$ cat src/rtl/uart_tx_feeder.sv
// uart_tx_feeder: byte FIFO that feeds a UART transmitter one byte at a time.
//
// Ports:
//   clk      - single clock for all logic
//   srst_n   - asynchronous active-low reset
//   wr_en    - host write request
//   wr_data  - byte to enqueue
//   full     - FIFO holds DEPTH entries
//   empty    - FIFO holds no entries
//   count    - current occupancy
//   tx_start - level request to the transmitter, held until tx_done
//   tx_data  - byte presented to the transmitter, changes only on a pop
//   tx_done  - transmitter end-of-transmission level
//   ovf_clr  - clears the overflow flag
//   overflow - sticky flag set when a write is dropped
//
// Optional feature: define UART_TX_FEEDER_OVF_EN to enable the overflow flag.
// Without it, overflow is tied to 0 and ovf_clr is ignored.
//
// DEPTH must be a power of two in 4..256 so the pointers wrap naturally.

module uart_tx_feeder #(
  parameter int unsigned DEPTH  = 16,
  parameter int unsigned DATA_W = 8
) (
  input  logic                         clk,
  input  logic                         srst_n,
  input  logic                         wr_en,
  input  logic [DATA_W-1:0]            wr_data,
  output logic                         full,
  output logic                         empty,
  output logic [$clog2(DEPTH+1)-1:0]   count,
  output logic                         tx_start,
  output logic [DATA_W-1:0]            tx_data,
  input  logic                         tx_done,
  input  logic                         ovf_clr,
  output logic                         overflow
);

  localparam int unsigned AddrW = $clog2(DEPTH);
  localparam int unsigned CntW  = $clog2(DEPTH + 1);

  typedef enum logic [1:0] {StIdle, StSend, StRelease} state_e;

  state_e              state_q;
  logic [AddrW-1:0]    wr_ptr_q, rd_ptr_q;
  logic [CntW-1:0]     count_q;
  logic                tx_start_q;
  logic [DATA_W-1:0]   tx_data_q;
  logic [DATA_W-1:0]   mem [DEPTH];

  logic pop, push;

  assign count = count_q;
  assign empty = (count_q == '0);
  assign full  = (count_q == CntW'(DEPTH));

  // Only IDLE pops, so at most one byte is ever in flight.
  assign pop  = (state_q == StIdle) && !empty;
  // A pop in the same cycle frees a slot, so a full FIFO can still accept.
  assign push = wr_en && (!full || pop);

  // Storage is not reset; validity is tracked by the pointers and count.
  always_ff @(posedge clk) begin
    if (push) begin
      mem[wr_ptr_q] <= wr_data;
    end
  end

  always_ff @(posedge clk or negedge srst_n) begin
    if (!srst_n) begin
      wr_ptr_q <= '0;
      rd_ptr_q <= '0;
      count_q  <= '0;
    end else begin
      if (push) begin
        wr_ptr_q <= wr_ptr_q + AddrW'(1);
      end
      if (pop) begin
        rd_ptr_q <= rd_ptr_q + AddrW'(1);
      end
      unique case ({push, pop})
        2'b10:   count_q <= count_q + CntW'(1);
        2'b01:   count_q <= count_q - CntW'(1);
        default: count_q <= count_q;
      endcase
    end
  end

  // Handshake FSM with registered tx_start/tx_data.
  always_ff @(posedge clk or negedge srst_n) begin
    if (!srst_n) begin
      state_q    <= StIdle;
      tx_start_q <= 1'b0;
      tx_data_q  <= '0;
    end else begin
      unique case (state_q)
        StIdle: begin
          if (pop) begin
            tx_data_q  <= mem[rd_ptr_q];
            tx_start_q <= 1'b1;
            state_q    <= StSend;
          end
        end
        StSend: begin
          if (tx_done) begin
            tx_start_q <= 1'b0;
            state_q    <= StRelease;
          end
        end
        StRelease: begin
          // Wait for tx_done to drop so a long done level is not seen twice.
          if (!tx_done) begin
            state_q <= StIdle;
          end
        end
        default: begin
          tx_start_q <= 1'b0;
          state_q    <= StIdle;
        end
      endcase
    end
  end

  assign tx_start = tx_start_q;
  assign tx_data  = tx_data_q;

`ifdef UART_TX_FEEDER_OVF_EN
  logic overflow_q;
  logic drop;

  assign drop = wr_en && full && !pop;

  // Set has priority over a simultaneous clear.
  always_ff @(posedge clk or negedge srst_n) begin
    if (!srst_n) begin
      overflow_q <= 1'b0;
    end else if (drop) begin
      overflow_q <= 1'b1;
    end else if (ovf_clr) begin
      overflow_q <= 1'b0;
    end
  end

  assign overflow = overflow_q;
`else
  logic unused_ovf_clr;

  assign unused_ovf_clr = ovf_clr;
  assign overflow       = 1'b0;
`endif

endmodule

$ cat config.mk
export PLATFORM = sky130hd
export DESIGN_NAME = uart_tx_feeder
export DESIGN_NICKNAME = d
export VERILOG_FILES = /design/src/rtl/uart_tx_feeder.sv
export SDC_FILE = /design/constraint.sdc
export NUM_CORES = 1
export LEC_CHECK = 0
export CORE_ASPECT_RATIO = 1.25
export CORE_MARGIN = 3
export CORE_UTILIZATION = 25
export CTS_CLUSTER_SIZE = 28
export DETAILED_ROUTE_END_ITERATION = 12
export DONT_BUFFER_PORTS = 1
export HOLD_SLACK_MARGIN = 0.15
export PLACE_DENSITY = 0.47
export SLEW_MARGIN = 20
export SYNTH_ARGS = -nofsm -noshare
export SYNTH_HDL_FRONTEND = slang
export SYNTH_SLANG_ARGS = --single-unit
$ cat constraint.sdc
create_clock -name clk -period 2.8 [get_ports clk]
set_input_delay 0.7 -clock clk [delete_from_list [all_inputs] [get_ports clk]]
set_output_delay 0.7 -clock clk [all_outputs]
set_load 0.1 [all_outputs]
# [Word-level counts from Yosys, hierarchy flattened]
# Memory sizes are Yosys's and may differ from the RTL's. A register that Yosys moved wholly into a read port is not among the register bits.
# Index checks and enable logic that the tools add are counted.
[op_classes] addsub=4 eq_ne=8 n_mux=10 n_bitwise=1 reduce_logical=12
[ops] op="$pmux W5 S2" n=1
[ops] op="$add A4 B1 Y4 const B" n=2
[ops] op="$mux W2" n=3
[ops] op="$ne A2 B2 Y1 const B" n=3
[ops] op="$pmux W2 S3" n=1
[ops] op="$reduce_and A3 Y1" n=2
[ops] op="$add A5 B1 Y5 const B" n=1
[ops] op="$eq A5 B5 Y1 const B" n=1
[ops] op="$logic_not A5 Y1" n=1
[ops] op="$sub A5 B1 Y5 const B" n=1
[ops] op="$eq A2 B1 Y1 const B" n=2
[ops] op="$eq A2 B2 Y1 const B" n=2
[ops] op="$mux W1" n=4
[ops] op="$logic_not A1 Y1" n=3
[ops] op="$pmux W1 S3" n=1
[ops] op="$logic_and A1 B1 Y1" n=2
[ops] op="$logic_not A2 Y1" n=1
[ops] op="$reduce_and A2 Y1" n=1
[ops] op="$reduce_bool A2 Y1" n=1
[ops] op="$logic_or A1 B1 Y1" n=1
[ops] op="$not A1 Y1" n=1
[totals] reg_bits=16 mem_bits_rw=128 in_bits=13 out_inout_bits=17 memories=1
[memory_table] name="mem" words=16 word_bits=8 rd=1 rd_ports_with_merged_regs=1 write_ports=1 line_no="50" rtl="logic [DATA_W-1:0] mem [DEPTH];"

# [Depth between registers and ports, before layout]
[depth] depth_word=7 mapped_depth=11 depth_no_buf=9

# [Least setup slack after synthesis]
# Ideal clock, no wire load.
[synth_timing] kind="register -> output" start="register count_q[0] (netlist: count[0])" end="output port empty" arrival_ns=2.831 path_slack_ns=-0.731 path_stages_with_launch=4 path_buffers=1 path_cell_list="dfrtp_1 or4_1 buf_2 nor2_1"
[synth_between] elab_chain_cells=1
[synth_lines] element="start, declared" line_no="47" rtl="logic [CntW-1:0] count_q;"
[synth_lines] element="start signal, assigned" line_no="83" rtl="2'b10: count_q <= count_q + CntW'(1);"
[synth_lines] element="start signal, assigned" line_no="84" rtl="2'b01: count_q <= count_q - CntW'(1);"
[synth_lines] element="start signal, assigned" line_no="85" rtl="default: count_q <= count_q;"
[synth_lines] element="$logic_not A5 Y1" line_no="55" rtl="assign empty = (count_q == '0);"
[synth_lines] element="end, declared" line_no="31" rtl="output logic empty,"
# No other way between the ends.

# [Final worst setup path]
[layout_timing] start="register count_q[2] (netlist: count[2])" end="register count_q[4] (netlist: count[4])"
[layout_between] elab_chain_cells=7
[layout_lines] element="$logic_not A5 Y1" line_no="55"
[layout_lines] element="$logic_not A1 Y1" line_no="59" rtl="assign pop = (state_q == StIdle) && !empty;"
[layout_lines] element="$logic_and A1 B1 Y1" line_no="59"
[layout_lines] element="$logic_or A1 B1 Y1" line_no="61" rtl="assign push = wr_en && (!full || pop);"
[layout_lines] element="$logic_and A1 B1 Y1" line_no="61"
[layout_lines] element="$eq A2 B1 Y1 or $eq A2 B2 Y1 (tied branches)" line_no="82" rtl="unique case ({push, pop})"
[layout_lines] element="$pmux W5 S2 or $reduce_bool A2 Y1 (tied branches)"
# Parallel ways exist; a longest one is shown, timed or not.
# A chain may end at the register's enable or synchronous reset.

==> results.md <==
- Met2 GRT Util: between 15 and 20%
- Buf/Inv on CP: 1
- Boundary Pins: 30
- Post-synth cell types: 35
- Post-Syn Instances: 329
- Worst path top cell family by delay: compound AO/OA/AOI/OAI gates
- Final TNS setup: 0 ns
- Fillers: around 2400
- WP data arrival: 2.99 ns
- ANT cells: 0
- Status: finished clean
- Initial antenna violation count: 0
- Worst Max-Slew Pin Slew: around 0.97 ns
- Die X: ~150 um
- DIE AREA: between 20000 and 30000 um^2
- Synth warnings: 0
- Placed Cells: 657
- Post-synthesis sequential area ratio: between 70% and 80%
- Yosys reg bits: roughly 150
- Via density per instance: 4.22
- Layout cells sized above 1: 28.8%
- Worst-skew pair later-pin latency: approximately 0.42 ns
- Final Critical Period: 2.64 ns
- Largest net degree at the start of global routing: 36
- R2R Setup Slk: around 0.16 ns
- Post-layout util: a little under a third
- Synthesized cell area: ~6000 um^2
- Final net count: around 380
- Post-layout worst setup margin: between 0.15 and 0.2 ns
- Initial DRC Count: roughly 220
- HP Class: in -> reg
- Final period util: 94.3%
- Number of remaining DRC errors: 0
- First-pass DRT Iterations: 4
- Count of final setup violators: 0
- All-layer global routing usage: under 10%
- Total power: 8.50 mW
- Post-route cell area: ~7300 um^2
- Post-DP Area: about 6700 um^2
- Largest stage delay, worst path: around 0.60 ns
- Non-Filler Instances: a little under 700
- M3 GR Usage: approximately 3.2%
- WL per Instance: ~17 um
- Clock skew: roughly 0.0074 ns
- MaxCap Viol Count: 0
- Required time worst endpoint: 3.15 ns
- Critical path, cell by cell: or4_4 -> o31a_1 -> inv_4 -> ha_4 -> ha_4 -> a21o_1 -> a21oi_2 -> mux2i_1 -> xnor2_1
- Pleak: between 2 and 2.5 nW
- Vias in the first global route: ~3200
- Maximum VDD drop: around 0.42 mV
- Clk buf depth: 2
- Hold Violations, Final: 0
- Total CTS buffers: 17
- Crit Path Max Fanout: 6
- CTS sink count: between 150 and 200
- CP max stage cell: or4_4
- Avg Inst Size Synth: between 15 and 20 um^2
- DRT Wirelength: around 12000 um
- Initial core utilization: 25.7%
- Met1 usage: between 10% and 20%
- Reg area: around 4500 um^2
- Power Density: 1160 nW/um^2
- Worst slack, placed: between 0.15 and 0.2 ns
- Crit path top cell by count: ha_4
- GR peak layer: met2
- Routed vias: between 2000 and 3000
- Crit path kind: reg -> reg
- Hold WS: between 0.3 and 0.4 ns
- Max Slew Vio Count: 0
- Hpwl dp: around 7900 um
- CP Launch Type: flop
- RSZ-0062 raised after global routing: false
- CTS H-tree lvls: 4
- Port Buffers: 0
- FMAX: about 0.38 GHz
- Die H: 181 um
- Antenna Nets Post-Route: 0
- Core area: ~24000 um^2
- Area growth syn-to-layout: 18.7%
- Clock Pin Slew Worst Setup and Hold Paths: roughly 0.060 ns
- Rel. slew slack: 35.7%
- Endpoint kind of the worst setup timing path: flop
- Root Buffer: clkbuf_16
- Rows: 63
- Placer congestion estimate: 0.726
- Area of the multi-input gates: around 1600 um^2
- Syn_nets: around 350
- Global-route wire length before repair: approximately 19000 um
- TritonCTS clock tree: yes
- Total gr overflow: 0
==> cell type report <==
cell class,instances,share of cell area (%)
repair buffers,25,3.12
clock buffers,17,5.82
clock inverters,14,2.05
multi-input cells,152,22.1
well taps,325,5.57
flip-flops and latches,152,61.0
inverters,5,0.291
==> layer usage <==
| layer | share of wire [%] | wire length [um] |
|---|---|---|
| met5 | 0 | 0 |
| met4 | 1.6 | 189 |
| met3 | 5.3 | 630 |
| met2 | 49 | 5900 |
| met1 | 44 | 5260 |
==> cell families after synthesis <==
kind of cell	count (synthesis)	synth area share [%]
AOI/OAI and AO/OA	36	4.27
adders and majority gates	10	2.15
muxes	42	13.4
and+or+nand+nor	52	4.17
xor gates and xnor gates	11	1.57
DFF	152	72.2
other	1	0.0609
buffers and inverters	25	2.22
==> Yosys cell counts (all sizes together) <==
library cell / count / area share (%)
edfxtp: 128 / 62
mux4: 32 / 12
dfrtp: 24 / 9.8
nor2: 18 / 1.1
nand2: 13 / 0.91
buf: 12 / 1.4
a21oi: 11 / 0.89
ha: 9 / 1.8
mux2i: 9 / 1.5
nor2b: 9 / 0.91
xnor2: 9 / 1.3
a211o: 8 / 1.1
a22o: 8 / 1.1
clkbuf: 8 / 0.49
inv: 5 / 0.30
nor3: 5 / 0.41
o21ai: 5 / 0.59
a21o: 2 / 0.24
nand2b: 2 / 0.20
nand4: 2 / 0.30
xor2: 2 / 0.28
a211oi: 1 / 0.12
and2: 1 / 0.10
conb: 1 / 0.061
fa: 1 / 0.33
mux2: 1 / 0.18
nor4: 1 / 0.10
o31a: 1 / 0.14
or4: 1 / 0.12
==> registers in the layout, indices dropped and copies added, names as in the netlist <==
signal	flops
rd_ptr_q	4
tx_data	8
wr_ptr_q	4
state_q	2
tx_start	1
count	5
mem	128
==> power by group <==
part | internal [mW] | switching, mW | total (mW)
clock network | 1.31 | 0.938 | 2.25
registers | 2.84 | 0.681 | 3.52
logic | 1.19 | 1.54 | 2.73
==> placed cells by master (no fill, tap or decap), types with 2 or more instances in the layout <==
master        n
a22o_1        8
nand2b_1      2
ha_1          7
clkinv_4      3
a21oi_2       2
inv_1         3
xnor2_1       9
a21oi_1       9
dfrtp_2       2
bufinv_16     2
mux4_2       32
dfrtp_4       3
nor3_1        5
buf_4        21
dfrtp_1      19
clkbuf_16    17
clkinv_2      2
o21ai_0       4
nor2b_1       9
xor2_1        2
nor2_2        2
mux2i_1       9
inv_6         4
nor2_1       16
nand2_1      12
a21o_1        2
buf_12        3
ha_4          2
edfxtp_1    128
a211o_1       8
clkinvlp_4    2
==> timing repair <==
item                                    4_1_cts  5_1_grt
hold buffers                                  2        0
endpoints found under the hold margin        24        0
endpoints found under the setup margin        0        0
gates resized for setup                       0        0
setup buffers                                 0        0
==> final timing paths <==
check                           start    endpoint  depth (start not counted)
hold reg to reg            tx_data[0]  tx_data[0]                          1
setup reg to reg             count[2]    count[4]                          9
max in group asynchronous      srst_n    count[2]                          2
min in group asynchronous      srst_n  tx_data[2]                          2
hold / removal             wr_data[5]  mem[12][5]                          0
setup / recovery             count[2]    count[4]                          9
Note: power is estimated with default switching activity, not from simulation.
